==> src/rtl/sub_int32_serial_if.sv <==
// Handshake bundle for the bit-serial subtractor: operand channel in, result channel out.
// The ovf signal exists only when SUB_INT32_OVF_EN is defined.
interface sub_int32_serial_if #(
    parameter int WIDTH = 32
);
    logic             in_valid;
    logic             in_ready;
    logic [WIDTH-1:0] a;
    logic [WIDTH-1:0] b;
    logic             out_valid;
    logic             out_ready;
    logic [WIDTH-1:0] diff;
`ifdef SUB_INT32_OVF_EN
    logic             ovf;

    modport master (
        output in_valid, a, b, out_ready,
        input  in_ready, out_valid, diff, ovf
    );

    modport slave (
        input  in_valid, a, b, out_ready,
        output in_ready, out_valid, diff, ovf
    );
`else
    modport master (
        output in_valid, a, b, out_ready,
        input  in_ready, out_valid, diff
    );

    modport slave (
        input  in_valid, a, b, out_ready,
        output in_ready, out_valid, diff
    );
`endif
endinterface

==> src/rtl/sub_int32_serial.sv <==
// Bit-serial two's-complement subtractor, LSB first, one full-subtractor cell plus a borrow flop.
// Optional signed-overflow flag is compiled in with SUB_INT32_OVF_EN.
module sub_int32_serial #(
    parameter int WIDTH = 32
) (
    input  logic              clk,
    input  logic              rst_n,
    sub_int32_serial_if.slave bus
);
    localparam int CW = $clog2(WIDTH);
    localparam logic [CW-1:0] LAST_BIT = CW'(WIDTH - 1);

    typedef enum logic [1:0] {
        IDLE,
        RUN,
        DONE
    } state_t;

    state_t           state_reg;
    logic [WIDTH-1:0] a_sh_reg;
    logic [WIDTH-1:0] b_sh_reg;
    logic [WIDTH-1:0] diff_reg;
    logic             borrow_reg;
    logic [CW-1:0]    cnt_reg;
    logic             out_valid_reg;

    logic [WIDTH-1:0] a_sh_next;
    logic [WIDTH-1:0] b_sh_next;
    logic             a0;
    logic             b0;
    logic             d_bit;
    logic             borrow_next;

    // Full-subtractor cell on the current LSBs.
    assign a0          = a_sh_reg[0];
    assign b0          = b_sh_reg[0];
    assign d_bit       = a0 ^ b0 ^ borrow_reg;
    assign borrow_next = (~a0 & b0) | (~(a0 ^ b0) & borrow_reg);

    // Operand shift-right network; zeros enter from the top.
    genvar gi;
    generate
        for (gi = 0; gi < WIDTH - 1; gi++) begin : g_shift
            assign a_sh_next[gi] = a_sh_reg[gi+1];
            assign b_sh_next[gi] = b_sh_reg[gi+1];
        end
    endgenerate
    assign a_sh_next[WIDTH-1] = 1'b0;
    assign b_sh_next[WIDTH-1] = 1'b0;

`ifdef SUB_INT32_OVF_EN
    logic a_msb_reg;
    logic b_msb_reg;
    logic ovf_reg;
    logic ovf_next;

    // Operands of differing sign whose result sign departs from the minuend overflowed.
    assign ovf_next = (a_msb_reg ^ b_msb_reg) & (a_msb_reg ^ d_bit);

    always_ff @(posedge clk or negedge rst_n) begin
        if (!rst_n) begin
            a_msb_reg <= 1'b0;
            b_msb_reg <= 1'b0;
            ovf_reg   <= 1'b0;
        end else begin
            if (state_reg == IDLE && bus.in_valid) begin
                a_msb_reg <= bus.a[WIDTH-1];
                b_msb_reg <= bus.b[WIDTH-1];
            end
            if (state_reg == RUN && cnt_reg == LAST_BIT) begin
                ovf_reg <= ovf_next;
            end
        end
    end

    assign bus.ovf = ovf_reg;
`endif

    always_ff @(posedge clk or negedge rst_n) begin
        if (!rst_n) begin
            state_reg     <= IDLE;
            a_sh_reg      <= '0;
            b_sh_reg      <= '0;
            diff_reg      <= '0;
            borrow_reg    <= 1'b0;
            cnt_reg       <= '0;
            out_valid_reg <= 1'b0;
        end else begin
            case (state_reg)
                IDLE: begin
                    if (bus.in_valid) begin
                        a_sh_reg   <= bus.a;
                        b_sh_reg   <= bus.b;
                        borrow_reg <= 1'b0;
                        cnt_reg    <= '0;
                        state_reg  <= RUN;
                    end
                end
                RUN: begin
                    a_sh_reg   <= a_sh_next;
                    b_sh_reg   <= b_sh_next;
                    diff_reg   <= {d_bit, diff_reg[WIDTH-1:1]};
                    borrow_reg <= borrow_next;
                    cnt_reg    <= cnt_reg + CW'(1);
                    if (cnt_reg == LAST_BIT) begin
                        state_reg     <= DONE;
                        out_valid_reg <= 1'b1;
                    end
                end
                DONE: begin
                    // Result and flag stay frozen until the consumer takes them.
                    if (bus.out_ready) begin
                        state_reg     <= IDLE;
                        out_valid_reg <= 1'b0;
                    end
                end
                default: begin
                    state_reg     <= IDLE;
                    out_valid_reg <= 1'b0;
                end
            endcase
        end
    end

    assign bus.in_ready  = (state_reg == IDLE);
    assign bus.out_valid = out_valid_reg;
    assign bus.diff      = diff_reg;
endmodule

==> src/flat_wrapper.sv <==
// flat-port wrapper written by rule: the top's interface ports become plain ports
module sub_int32_serial_flat 
#(
    parameter int WIDTH = 32
)
  (clk, rst_n, bus_in_valid, bus_a, bus_b, bus_out_ready, bus_in_ready, bus_out_valid, bus_diff);
  sub_int32_serial_if #(.WIDTH(WIDTH)) bus_i ();
  input  logic clk;
  input  logic rst_n;
  input wire logic [$bits(bus_i.in_valid)-1:0] bus_in_valid;
  input wire logic [$bits(bus_i.a)-1:0] bus_a;
  input wire logic [$bits(bus_i.b)-1:0] bus_b;
  input wire logic [$bits(bus_i.out_ready)-1:0] bus_out_ready;
  output wire logic [$bits(bus_i.in_ready)-1:0] bus_in_ready;
  output wire logic [$bits(bus_i.out_valid)-1:0] bus_out_valid;
  output wire logic [$bits(bus_i.diff)-1:0] bus_diff;
  assign bus_i.in_valid = bus_in_valid;
  assign bus_i.a = bus_a;
  assign bus_i.b = bus_b;
  assign bus_i.out_ready = bus_out_ready;
  assign bus_in_ready = bus_i.in_ready;
  assign bus_out_valid = bus_i.out_valid;
  assign bus_diff = bus_i.diff;
  sub_int32_serial #(.WIDTH(WIDTH)) u_core (.clk(clk), .rst_n(rst_n), .bus(bus_i));
endmodule
==> config.mk <==
export PLATFORM = sky130hd
export DESIGN_NAME = sub_int32_serial_flat
export DESIGN_NICKNAME = d
export VERILOG_FILES = /design/src/rtl/sub_int32_serial_if.sv /design/src/rtl/sub_int32_serial.sv /design/src/flat_wrapper.sv
export SDC_FILE = /design/constraint.sdc
export NUM_CORES = 1
export LEC_CHECK = 0
export ABC_AREA = 1
export BUFFER_PORTS_ARGS = -buffer_cell sky130_fd_sc_hd__buf_4
export CAP_MARGIN = 15
export CORE_ASPECT_RATIO = 0.75
export CORE_MARGIN = 5
export CORE_UTILIZATION = 30
export CTS_BUF_LIST = sky130_fd_sc_hd__clkbuf_4 sky130_fd_sc_hd__clkbuf_8 sky130_fd_sc_hd__clkbuf_16
export DETAILED_ROUTE_END_ITERATION = 10
export PLACE_DENSITY_LB_ADDON = 0.2
export SYNTH_ARGS = -nofsm -noshare
export SYNTH_HDL_FRONTEND = slang
export SYNTH_SLANG_ARGS = --single-unit
export TNS_END_PERCENT = 10
==> constraint.sdc <==
create_clock -name clk -period 1.5 [get_ports clk]
set_clock_uncertainty 0.05 [all_clocks]
set_input_delay 0.3 -clock clk [delete_from_list [all_inputs] [get_ports clk]]
set_output_delay 0.3 -clock clk [all_outputs]
set_load 0.005 [all_outputs]
# Word-level counts from Yosys, hierarchy flattened

Cells that the tools add are included.

Add/subtract/negate cells: 1
Equality and inequality tests: 6
Muxes and demuxes: 15
Bitwise logic cells: 8
Reduce and logical (&&, ||, !) cells: 5

Operators by type and width:

| operator                                                                 | number |
|---|---|
| 32-bit one-hot mux with 2 select lines                                   | 2 |
| 32-bit two-way mux                                                       | 2 |
| 5-bit one-hot mux with 2 select lines                                    | 1 |
| 2-bit two-way mux                                                        | 3 |
| 2-bit one-hot mux with 3 select lines                                    | 1 |
| 3-bit AND reduction                                                      | 2 |
| 5-bit by 1-bit adder with 5-bit output (second input constant)           | 1 |
| 5-bit equality test (second input constant)                              | 1 |
| 5-bit two-way mux                                                        | 1 |
| 2-bit inequality test (second input constant)                            | 2 |
| 1-bit two-way mux                                                        | 3 |
| 1-bit NOT                                                                | 3 |
| 1-bit one-hot mux with 3 select lines                                    | 1 |
| 1-bit AND                                                                | 2 |
| 2-bit by 1-bit equality test with 1-bit output (second input constant)   | 1 |
| 2-bit equality test (second input constant)                              | 1 |
| 2-bit logical NOT                                                        | 1 |
| 2-bit by 1-bit inequality test with 1-bit output (second input constant) | 1 |
| 1-bit one-hot mux with 2 select lines                                    | 1 |
| 2-bit AND reduction                                                      | 1 |
| 2-bit nonzero test                                                       | 1 |
| 1-bit XOR                                                                | 2 |
| 1-bit bitwise OR                                                         | 1 |

Register bits: 105
Bits of input ports: 68
Output and inout bits: 34
Word-level logic and storage cells: 42

# Longest topological paths before layout

Gate-level depths: netlist of run 1.

Depth after elaboration: 5
Depth in mapped cells: 7
Gate-level depth less buffers: 6

# Worst setup path before layout of run 1

Ideal clock, no wire load.

Kind: register to register
From: register u_core.cnt_reg[0]
To: register u_core.cnt_reg[4]
Setup time: 0.117 ns
Arrival time: 1.069 ns
Data required time: 1.333 ns
Path slack: 0.263 ns
Stages on the path, launching flop included: 7
Path buffers: 0
Period minus slack after synthesis: 1.237 ns
Cell sequence: dfrtp_1 ha_1 nand2_1 nor2_1 ha_1 nand2_1 nand2_1

Word-level cells in the longest chain between the ends: 2

RTL lines:

| item                                   | line                    | source |
|---|---|---|
| start: declaration                     | sub_int32_serial.sv:24  | `logic [CW-1:0] cnt_reg;` |
| start signal: assignment               | sub_int32_serial.sv:104 | `cnt_reg <= cnt_reg + CW'(1);` |
| 5-bit by 1-bit adder with 5-bit output | sub_int32_serial.sv:104 |  |
| 5-bit one-hot mux with 2 select lines  | sub_int32_serial.sv:89  | `case (state_reg)` |

No other way between the ends.
A chain may end at the register's enable or synchronous reset.

# Worst setup path after layout of run 1

From: register u_core.state_reg[0]
To: output port bus_in_ready

Word-level cells in the longest chain between the ends: 1

RTL lines:

| item                     | line                    | source |
|---|---|---|
| start: declaration       | sub_int32_serial.sv:19  | `state_t state_reg;` |
| start signal: assignment | sub_int32_serial.sv:81  | `state_reg <= IDLE;` |
| start signal: assignment | sub_int32_serial.sv:96  | `state_reg <= RUN;` |
| start signal: assignment | sub_int32_serial.sv:106 | `state_reg <= DONE;` |
| 2-bit logical NOT        | sub_int32_serial.sv:125 | `assign bus.in_ready = (state_reg == IDLE);` |
| end: declaration         | flat_wrapper.sv:14      | `output wire logic [$bits(bus_i.in_ready)-1:0] bus_in_ready;` |

No other way between the ends.

==> results of run 1 <==
==> power by group through the flow <==
| stage | registers (mW) | clock network, mW | logic, mW |
|---|---|---|---|
| global route | 4.88 | 2.71 | 4.32 |
| global placement | 4.75 | 0 | 3.72 |
| CTS | 4.73 | 2.63 | 3.85 |
| finish | 4.73 | 2.53 | 3.76 |
| floorplan | 4.62 | 0 | 2.32 |
| detailed placement | 4.76 | 0 | 3.81 |
==> path summary, 6_finish.rpt <==
path / startpoint / to / slack [ns] / cells after the start
max in group asynchronous: rst_n / u_core.bus.diff[4] / 0.55 / 3
hold reg to reg: u_core.b_sh_reg[10] / u_core.b_sh_reg[9] / 0.44 / 2
setup / recovery: u_core.state_reg[0] / bus_in_ready / 0.05 / 2
hold / removal: bus_b[31] / u_core.b_sh_reg[31] / 0.11 / 3
min in group asynchronous: rst_n / u_core.a_sh_reg[3] / 0.45 / 3
setup reg to reg: u_core.state_reg[1] / u_core.bus.diff[14] / 0.12 / 5
==> critical path: stages, from the launching register on <==
cell and delay, ns:
dfrtp_2 0.46, nor2_4 0.17, buf_4 0.14
==> through the flow <==
stage	hold WS [ns]	total power, mW
finish	0.107	11.0
global route	0.0884	11.9
CTS	0.0892	11.2
detailed placement	0.304	8.57
global placement	0.306	8.46
floorplan	-0.0456	6.94
==> layer usage <==
metal  wire length (microns)  track usage (%)
met1                    5940             20.5
met2                    5090             19.2
met3                     760             3.56
met4                      75             2.85
met5                       0                0
==> synthesized netlist by cell type, drive strengths merged <==
cell	instances	area (sq um)
buf	30	164
clkbuf	11	41.3
dfrtp	105	2630
fa	1	20.0
ha	2	25.0
inv	21	78.8
nand2	112	423
nand3	197	986
nand4	1	6.26
nor2	4	17.5
o21a	1	7.51
o21ai	35	175
o31ai	1	7.51
==> what timing repair did <==
item | 4_1_cts | 5_1_grt
endpoints found under the setup margin | 1 | 5
hold buffers | 1 | 0
hold endpoints to repair | 105 | 0
resized for setup | 0 | 1
setup buffers | 1 | 0
pin swaps | 1 | 0
==> kinds of logic (layout without fill, tap and decap cells) <==
| logic type | Yosys count | count (layout) | synth area share [%] |
|---|---|---|---|
| AO/OA/AOI/OAI | 37 | 37 | 4.15 |
| buffers and inverters | 62 | 156 | 6.20 |
| adder cells (fa/ha/maj) | 3 | 3 | 0.984 |
| flip-flops | 105 | 105 | 57.4 |
| AND/OR/NAND/NOR | 314 | 314 | 31.3 |
==> final cells by class <==
| type | instances | area, sq um |
|---|---|---|
| fillers | 1526 | 9200 |
| flip-flops and latches | 105 | 2630 |
| multi-input cells | 354 | 1680 |
| repair buffers | 120 | 966 |
| well taps | 205 | 256 |
| clock buffers | 10 | 239 |
| inverters | 21 | 80.1 |
| clock inverters | 5 | 78.8 |
==> results_dict.tcl, run 1 <==
set metrics [dict create \
    place_congestion 0.761 \
    worstPathMaxFanout 5 \
    fin_nets 682 \
    die_h_microns 117 \
    grt_max_degree 81 \
    post_drt_wl_per_cell_microns 14.5 \
    htree_levels 3 \
    cts_tree "done" \
    first_pass_iters 5 \
    clock_power_share_pct 23.0 \
    p_int_mw 7.15 \
    dieArea_sq_um 17900 \
    synthDistinctLibCells 19 \
    cts_sinks 105 \
    worst_ep_arrival_time_ns 1.10 \
    power_density_nw_per_um2 1860 \
    via_count 3894 \
    synth_seq_cells 105 \
    worstMarginPinSlew_ns 0.462 \
    areaGrowthSynthToFinish_pct 29.5 \
    num_antenna_cells 0 \
    fin_tns_setup_ns 0 \
    antenna_found_initial 0 \
    grt_pass1_vias 3717 \
    fin_util_pct 39.2 \
    fin_cells 820 \
    final_common_cell "nand3_1" \
    swShare_pct 35.0 \
    worstSkewPairLatency_ns 0.34 \
    relSlewSlack_pct 69.2 \
    port_buffers 101 \
    combPwrFrac_pct 34.1 \
    power_leakage_nw 2.88 \
    syn_nets 592 \
    cts-buffers-inserted 9 \
    clk_pin_slew_ns 0.07 \
    rsz0062_at_grt "yes" \
    grt-ovfl-total 0 \
    syn-cell-area_sq_um 4580 \
    layout_common_cells "197 x nand3_1, 114 x buf_4, 110 x nand2_1, 104 x dfrtp_1, 35 x o21ai_0" \
    crit_required_ns 1.15 \
    hold_viol_final 0 \
    place_area_sq_um 5590 \
    synth-seq-area-share_pct 57.4 \
    p_sw_mw 3.86 \
    final_area_sq_um 5930 \
    finalCritPeriodShare_pct 96.7 \
    pre_cts_slack_ns 0.104 \
    run_status "finished clean" \
    drt-total-wl_microns 11900 \
    grt_first_pass_wirelength_microns 19500 \
    path_class "flop to output pin" \
    viasPerCell 4.75 \
    row_count 39 \
    route.detailed.drc 0 \
    drv_slew 0 \
    end_kind "output pin" \
    core_area_sq_um 15100 \
    dieWidth_microns 153 \
    irDropWorstVdd_uv 752 \
    period_minus_slack_ns 1.45 \
    ant_nets 0 \
    min_path_type "input pin to flop" \
    netlist_instances 521 \
    layout_setup_ws_ns 0.0501 \
    detailed_place_hpwl_microns 7830 \
    ioPinCount 102 \
    clockRootBuffer "clkbuf_16" \
    first_iter_violations 251 \
    grt_use_total_pct 13.4 \
    ys_warn_count 0 \
    max_clock_freq_mhz 690 \
    maxCapViolations 0 \
    drive_gt1_share_pct 22.6 \
    cts_max_path_buffers 2 \
    crit_path_start_kind "flop" \
    setup_viol 0 \
    dp.cells 803 \
    start_util_pct 30.3 \
    pwr-share-seq_pct 42.9 \
    syn_area_per_cell_sq_um 8.79 \
]
No activity file was read; power rests on OpenSTA's default activity.
==> run 2: changes to the inputs <==
- ABC_AREA: 1 -> default
==> results_dict.tcl, run 2 <==
set metrics [dict create \
    htree_levels 3 \
    syn_area_per_cell_sq_um 9.41 \
    grt_use_total_pct 13.9 \
    worstSkewPairLatency_ns 0.36 \
    die_h_microns 120 \
    critPathTopFamily "flip-flops" \
    cts_sinks 105 \
    power_leakage_nw 2.94 \
    clockRootBuffer "clkbuf_16" \
    clk_pin_slew_ns 0.07 \
    startpoint "u_core.state_reg[0]" \
    synth_top_cell_by_area "dfrtp_1" \
    hold_start "bus_a[16]" \
    reg2reg_from "u_core.state_reg[0]" \
    crit_path_start_kind "flop" \
    synthArstFlopShare_pct 100 \
    drt-total-wl_microns 12900 \
    core_area_sq_um 16000 \
    ioPinCount 102 \
    fin_util_pct 39.3 \
    synthDistinctLibCells 28 \
    rsz0062_at_grt "yes" \
    cp_slowest_stage_delay_ns 0.44 \
    grt_max_degree 51 \
    fin_nets 685 \
    finalCritPeriodShare_pct 97.9 \
    drive_gt1_share_pct 24.6 \
    max_clock_freq_mhz 681 \
    end_kind "output pin" \
    num_antenna_cells 0 \
    crit_path_top_delay_cell "dfrtp_2" \
    final_area_sq_um 6300 \
    antenna_found_initial 0 \
    pwr-share-seq_pct 43.0 \
    netlist_top_cells_area "dfrtp_1 54%, a22oi_1 9.4%, nand2_1 8.6%" \
    start_util_pct 30.5 \
    yosys.area.top_type_share_pct 53.8 \
    synth_ff_type "dfrtp_1" \
    drv_slew 0 \
    dieArea_sq_um 19000 \
    viasPerCell 4.90 \
    cts_tree "done" \
    crit_required_ns 1.15 \
    place_congestion 0.757 \
    power_density_nw_per_um2 1800 \
    synth-seq-area-share_pct 53.8 \
    post_drt_wl_per_cell_microns 15.5 \
    synth_seq_cells 105 \
    areaGrowthSynthToFinish_pct 29.0 \
    run_status "finished clean" \
    cp_num_buf_inv 2 \
    p_int_mw 7.29 \
    place_area_sq_um 5910 \
    layout_common_cells "116 x buf_4, 112 x nand2_1, 103 x dfrtp_1, 61 x a22oi_1, 52 x a21oi_1" \
    yosysMostFrequentCell "nand2_1" \
    swShare_pct 35.7 \
    netlist_top_cells_count "112 x nand2_1, 105 x dfrtp_1, 61 x a22oi_1" \
    grt_pass1_vias 4068 \
    maxCapViolations 0 \
    worstPathMaxFanout 3 \
    setup_viol 0 \
    via_count 4061 \
    relSlewSlack_pct 79.2 \
    first_iter_violations 270 \
    min_path_type "input pin to flop" \
    route.detailed.drc 0 \
    clock_power_share_pct 20.2 \
    irDropWorstVdd_uv 710 \
    p_sw_mw 4.04 \
    ant_nets 0 \
    dieWidth_microns 157 \
    grt-ovfl-total 0 \
    combPwrFrac_pct 36.7 \
    crit_chain "buf_12, nor2_2, buf_4" \
    path_class "flop to output pin" \
    hold_viol_final 0 \
    final_common_cell "buf_4" \
    port_buffers 101 \
    ys_warn_count 0 \
    row_count 40 \
    cts-buffers-inserted 9 \
    worst_ep_arrival_time_ns 1.12 \
    cts_max_path_buffers 2 \
    syn-cell-area_sq_um 4880 \
    period_minus_slack_ns 1.47 \
    netlist_instances 519 \
    syn_nets 590 \
    first_pass_iters 6 \
    synth_enable_flop_cells 0 \
    worstMarginPinSlew_ns 0.312 \
    grt_first_pass_wirelength_microns 21200 \
    detailed_place_hpwl_microns 8350 \
]
run 2: stage by stage:
stage / setup slack (ns) / hold slack (ns) / instances / power, mW / setup TNS [ns]
after floorplan: 0.117 / -0.0456 / 519 / 7.33 / 0
after global placement: 0.0881 / 0.145 / 806 / 8.80 / 0
after detailed placement: 0.0678 / 0.145 / 806 / 8.95 / 0
after CTS: 0.00342 / 0.143 / 829 / 11.5 / 0
after global routing: -0.0129 / 0.155 / 829 / 12.3 / -0.0146
final: 0.0318 / 0.155 / 829 / 11.3 / 0
run 2: cell type report:
cell class	instances	area (sq um)
Fill cell	1610	9720
Sequential cell	105	2630
Multi-Input combinational cell	368	2010
Timing Repair Buffer	128	1100
Tap cell	210	263
Clock buffer	9	225
Clock inverter	7	60.1
Inverter	2	7.51
run 2: repair_timing:
action | 4_1_cts | 5_1_grt
cloned | 1 | 0
endpoints found under the setup margin | 1 | 9
resized for setup | 2 | 6
buffers inserted | 5 | 0
endpoints found under the hold margin | 13 | 0
hold buffers | 1 | 0
run 2: cell families (layout without fill, tap and decap cells):
| family | after synthesis | count (layout) | synth area share [%] |
|---|---|---|---|
| buf+inv | 46 | 146 | 5.25 |
| simple gates | 175 | 175 | 16.8 |
| flops | 105 | 105 | 53.8 |
| fa+ha+maj | 3 | 3 | 0.923 |
| compound gates | 189 | 189 | 23.0 |
| mux | 1 | 1 | 0.231 |
run 2: worst paths after layout:
kind | endpoint | slack (ns) | cells past startpoint
worst max register to register | u_core.a_sh_reg[8] | 0.08 | 6
worst max-delay path | bus_in_ready | 0.03 | 3
worst min-delay path | u_core.a_sh_reg[16] | 0.15 | 3
max in group asynchronous | u_core.b_sh_reg[11] | 0.56 | 3
worst min register to register | u_core.a_sh_reg[3] | 0.44 | 2
min in group asynchronous | u_core.bus.diff[6] | 0.30 | 2
run 2: routing by layer:
layer  track usage, %  vias to the layer above  share of wire, %
met5                0                        -                 0
met3             4.22                       10               6.5
met1             20.5                     1963                49
met4             3.06                        0              0.99
li1                 -                     1989                 -
met2             20.2                       99                43
run 2: tightest hold or removal path: stages:
cell     delay, ns
buf_4         0.08
a21oi_1       0.05
o21ai_1       0.10
run 2: power by group through the flow:
stage	Combinational, mW	Clock [mW]	Sequential [mW]
after floorplan	2.62	0	4.71
after detailed placement	4.03	0	4.92
after CTS	4.24	2.39	4.87
after global placement	3.91	0	4.89
after global routing	4.74	2.49	5.04
final	4.16	2.29	4.87
